==> src/rtl/fifo_uart_tx.sv <==
// Pops bytes from an attached syn_fifo and shifts each one out as a serial frame:
// one start bit (0), DATA_WIDTH data bits LSB first, one stop bit (1).
module fifo_uart_tx #(
    parameter int DATA_WIDTH   = 8,
    parameter int CLKS_PER_BIT = 4,
    parameter int CNT_WIDTH    = 16
) (
    input  logic                  clk,
    input  logic                  reset,
    input  logic                  txEnable,
    input  logic                  fifoEmpty,
    input  logic [DATA_WIDTH-1:0] fifoRdData,
    output logic                  fifoRdEn,
    output logic                  txOut,
    output logic                  txBusy,
    output logic [CNT_WIDTH-1:0]  bytesSent
);

    localparam int BAUD_W = (CLKS_PER_BIT > 1) ? $clog2(CLKS_PER_BIT) : 1;
    localparam int BIT_W  = (DATA_WIDTH > 1) ? $clog2(DATA_WIDTH) : 1;
    localparam logic [BAUD_W-1:0] BAUD_LAST = BAUD_W'(CLKS_PER_BIT - 1);
    localparam logic [BIT_W-1:0]  BIT_LAST  = BIT_W'(DATA_WIDTH - 1);

    typedef enum logic [2:0] {IDLE, WAIT, START, DATA, STOP} stateT;

    stateT                 state;
    logic [DATA_WIDTH-1:0] shiftReg;
    logic [DATA_WIDTH-1:0] shiftNext;
    logic [BIT_W-1:0]      bitCnt;
    logic [BAUD_W-1:0]     baudCnt;
    logic                  baudLast;

    assign shiftNext = shiftReg >> 1;
    assign baudLast  = (baudCnt == BAUD_LAST);

    // Gated by reset so no pop can escape while the block is held in reset.
    assign fifoRdEn = reset && (state == IDLE) && txEnable && !fifoEmpty;
    assign txBusy   = (state != IDLE);

    always_ff @(posedge clk) begin
        if (!reset) begin
            state     <= IDLE;
            txOut     <= 1'b1;
            shiftReg  <= '0;
            bitCnt    <= '0;
            baudCnt   <= '0;
            bytesSent <= '0;
        end else begin
            case (state)
                IDLE: begin
                    txOut   <= 1'b1;
                    baudCnt <= '0;
                    bitCnt  <= '0;
                    if (fifoRdEn) state <= WAIT;
                end
                WAIT: begin
                    // Read data is valid now, one cycle after the pop strobe.
                    shiftReg <= fifoRdData;
                    txOut    <= 1'b0;
                    baudCnt  <= '0;
                    state    <= START;
                end
                START: begin
                    if (baudLast) begin
                        baudCnt <= '0;
                        bitCnt  <= '0;
                        txOut   <= shiftReg[0];
                        state   <= DATA;
                    end else begin
                        baudCnt <= baudCnt + BAUD_W'(1);
                    end
                end
                DATA: begin
                    if (baudLast) begin
                        baudCnt <= '0;
                        if (bitCnt == BIT_LAST) begin
                            txOut <= 1'b1;
                            state <= STOP;
                        end else begin
                            shiftReg <= shiftNext;
                            txOut    <= shiftNext[0];
                            bitCnt   <= bitCnt + BIT_W'(1);
                        end
                    end else begin
                        baudCnt <= baudCnt + BAUD_W'(1);
                    end
                end
                STOP: begin
                    if (baudLast) begin
                        baudCnt   <= '0;
                        bytesSent <= bytesSent + CNT_WIDTH'(1);
                        state     <= IDLE;
                    end else begin
                        baudCnt <= baudCnt + BAUD_W'(1);
                    end
                end
                default: begin
                    txOut <= 1'b1;
                    state <= IDLE;
                end
            endcase
        end
    end

endmodule

==> config.mk <==
export PLATFORM = sky130hd
export DESIGN_NAME = fifo_uart_tx
export DESIGN_NICKNAME = d
export VERILOG_FILES = /design/src/rtl/fifo_uart_tx.sv
export SDC_FILE = /design/constraint.sdc
export NUM_CORES = 1
export LEC_CHECK = 0
export BUFFER_PORTS_ARGS = -buffer_cell sky130_fd_sc_hd__buf_2
export CAP_MARGIN = 40
export CORE_ASPECT_RATIO = 1.25
export CORE_MARGIN = 2
export CORE_UTILIZATION = 55
export CTS_CLUSTER_DIAMETER = 200
export DETAILED_ROUTE_END_ITERATION = 6
export GPL_TIMING_DRIVEN = 0
export HOLD_SLACK_MARGIN = 0.15
export PLACE_DENSITY = 0.77
export SLEW_MARGIN = 5
export SYNTH_ARGS = -nofsm -noshare
export SYNTH_HDL_FRONTEND = slang
export SYNTH_SLANG_ARGS = --single-unit
==> constraint.sdc <==
create_clock -name clk -period 2.7 [get_ports clk]
set_clock_uncertainty 0.1 [all_clocks]
set_input_delay 0.27 -clock clk [delete_from_list [all_inputs] [get_ports clk]]
set_output_delay 0.27 -clock clk [all_outputs]
set_load 0.01 [all_outputs]
==> flow_summary.ini <==
[synth]
synthCells = 180
syn_avg_cell_area_sq_um = 8.856
syn_nets = 196
synthArstFlopShare_pct = 0
ys_seq_area_share_pct = 41.44
ys.flop_type = dfxtp_1
ys_ff_latch = 33
yosysWarningCount = 0
synth_area_sq_mm = 0.001594
synthDistinctLibCells = 42
synth_edf_count = 0

[timing]
max_freq_ghz = 0.4836
fin_crit_sh_pct = 76.59
fin_ws_ns = 0.6321
final_hold_viol_count = 0
fin_crit_ns = 2.068
relSlewSlack_pct = 68.34
setup-violations-final = 0
tns_ns = 0
holdWs_ns = 0.1735
final_max_slew_viol_count = 0
worstMarginPinSlew_ns = 0.4749
rsz0062_at_grt = no

[global_routing]
antenna_found_initial = 0
gr-usage-all-layers_pct = 23.92
grt_pass1_wl_mm = 5.982
grt-ovfl-total = 0
grt_pass1_vias = 1420
grt_max_degree = 11

[routing]
dr.first_iter.drc_count = 30
routed-wl-met2_mm = 1.749
viasPerCell = 5.652
wl_met3_microns = 154
wl_mm = 3.336
vias = 1430
wl_per_cell_microns = 13.19
highest_layer = met4
drtAntennaViolNets = 0
firstDrtPassIters = 4
drcViolationCount = 0
met1_length_mm = 1.363

[die]
pin_count = 31
die_y_microns = 64.19
initial_core_util_pct = 58.33
core-area_sq_mm = 0.002733
design.die.area_sq_mm = 0.003348
die_w_microns = 52.15
row_count = 21

[final_layout]
drive_gt1_share_pct = 21.46
multi_input_area_sq_um = 867.1
final_nets = 234
syn2layout_area_growth_pct = 18.05
n_antenna_cell = 0
utilization_pct = 68.86
fillCellCount = 231
register_area_sq_um = 660.6

[clock_network]
cts-htree-levels = 2
numCtsBuffers = 5
ctsResizeCount = 0
clk_latency_ns = 0.34
tritoncts = done
clock_path_buffers = 2
path_clk_slew_ns = 0.11
cts.sinks = 33
ctsRootBufferMaster = clkbuf_4

[min_path]
min_path_type = in2reg
whs_path_depth = 3
min_to = shiftReg[6]$_SDFFE_PN0P_
min-delay-start = fifoRdData[6]

[flow_run]
drv_cap = 0

[placed_design]
gp_congestion = 0.8620
port_buffers = 30
hpwlAfterDp_mm = 2.491
place_ws_ns = 0.7816

[setup_path]
reg2reg_slack_ns = 0.78
critical_path_class = reg2out
rr_endpoint = shiftReg[5]$_SDFFE_PN0P_
cp.arrival_ns = 1.70
cp_slowest_cell = or3_1
crit_family = simple AND/OR/NAND/NOR gates
cp_max_fo = 10
cp_cell_sequence = clkbuf_1, or3_1, nor3_1, buf_2
cp-startpoint = state[1]$_SDFFE_PN0P_
end_kind = output pin
critPathLaunchType = register
required_ns = 2.33
critical_path.max_stage_delay_ns = 0.41
worst-r2r-cell-count = 7
cp_num_buf_inv = 2
reg2reg_from = bitCnt[0]$_SDFFE_PN0P_

[pwr]
power_mw = 0.9662
power_density_mw_per_mm2 = 513.4
ir_drop_v = 0.0006159
p_leak_nw = 0.8555

[status]
status = finished clean
-- layout by cell type, fill, tap and decap left out, drive strengths merged, types with 4 or more instances in the layout --
cell type | netlist | layout
or3 | 5 | 5
inv | 6 | 6
o21ai | 6 | 6
a21oi | 7 | 7
mux2i | 10 | 10
buf | 4 | 34
nor2 | 30 | 30
dfxtp | 33 | 33
ha | 4 | 4
a211oi | 7 | 7
nand2 | 11 | 11
clkbuf | 5 | 12
nand3 | 6 | 6
nand4 | 6 | 6
xor2 | 7 | 7
-- repair_timing --
action / CTS / global route
buffers inserted: 0 / 0
endpoints found under the hold margin: 3 / 0
hold buffers: 1 / 0
-- power by group --
part           leakage [nW]  switching [mW]  total (mW)  internal, mW
logic                 0.543          0.0413      0.0735        0.0322
registers             0.267         0.00774       0.505         0.497
clock network        0.0455           0.167       0.388         0.221
-- state kept, by name, summed over array words and instances (netlist names) --
name and count:
baudCnt 2, shiftReg 8, txOut 1, bytesSent 16
bitCnt 3, state 3
-- worst reg2reg max path, stage by stage (launching register included) --
cell      delay, ns
dfxtp_1        0.34
ha_1           0.20
ha_1           0.22
nand2b_1       0.19
a21oi_2        0.28
buf_2          0.26
nor2_1         0.06
a211oi_1       0.21
-- through the flow --
stage / std cells / instance area [sq um]
2_1_floorplan: 180 / 1594
3_3_place_gp: 244 / 1787
3_5_place_dp: 244 / 1787
4_1_cts: 253 / 1882
5_1_grt: 253 / 1882
6_report: 253 / 1882
-- worst max path at each step --
stage,slack (ns),cells after the start,end
floorplan,1.00,7,shiftReg[4]$_SDFFE_PN0P_
global placement,0.85,7,shiftReg[6]$_SDFFE_PN0P_
finish,0.63,4,fifoRdEn
CTS,0.62,4,fifoRdEn
detailed placement,0.78,7,shiftReg[4]$_SDFFE_PN0P_
global route,0.44,4,fifoRdEn
-- cell type report --
| class | count | share of cell area (%) |
|---|---|---|
| Clock inverter | 1 | 1.596 |
| Timing Repair Buffer | 31 | 8.511 |
| Clock buffer | 7 | 2.926 |
| Sequential cell | 33 | 35.11 |
| Multi-Input combinational cell | 132 | 46.08 |
| Buffer | 9 | 2.327 |
| Inverter | 6 | 1.197 |
| Tap cell | 34 | 2.261 |
-- synthesized netlist by cell type, types with 2 or more instances --
library cell	n	share of area, %
dfxtp_1	33	41
nor2_1	30	7.1
mux2i_1	10	6.3
nand2_1	10	2.4
a211oi_1	7	3.3
xor2_1	7	3.8
a21oi_1	6	1.9
inv_1	6	1.4
nand3_1	6	1.9
clkbuf_1	5	1.2
nand4_1	5	2.0
or3_1	5	2.0
ha_1	4	3.1
and3_1	3	1.2
and4_1	3	1.6
nand2b_1	3	1.2
o21ai_0	3	0.94
o21ai_1	3	0.94
xnor2_1	3	1.6
a22o_1	2	1.1
a22oi_1	2	0.94
buf_2	2	0.63
mux2_2	2	1.4
nor4b_1	2	1.1
-- cell families (layout without fill, tap and decap cells) --
group | Yosys count | after routing | share of synthesized area (%)
AOI/OAI and AO/OA | 31 | 31 | 13.66
xor gates and xnor gates | 10 | 10 | 5.495
adders and majority gates | 4 | 4 | 3.140
buffers and inverters | 15 | 54 | 4.160
DFF | 33 | 33 | 41.44
muxes | 12 | 12 | 7.692
and+or+nand+nor | 75 | 75 | 24.41
-- metal layers --
layer / vias up / GRT usage [%]
met5: - / 0
met4: 0 / 11.54
met3: 6 / 6.308
met2: 31 / 43.04
met1: 669 / 24.82
li1: 724 / -
Power figures use the tool's default switching activity.
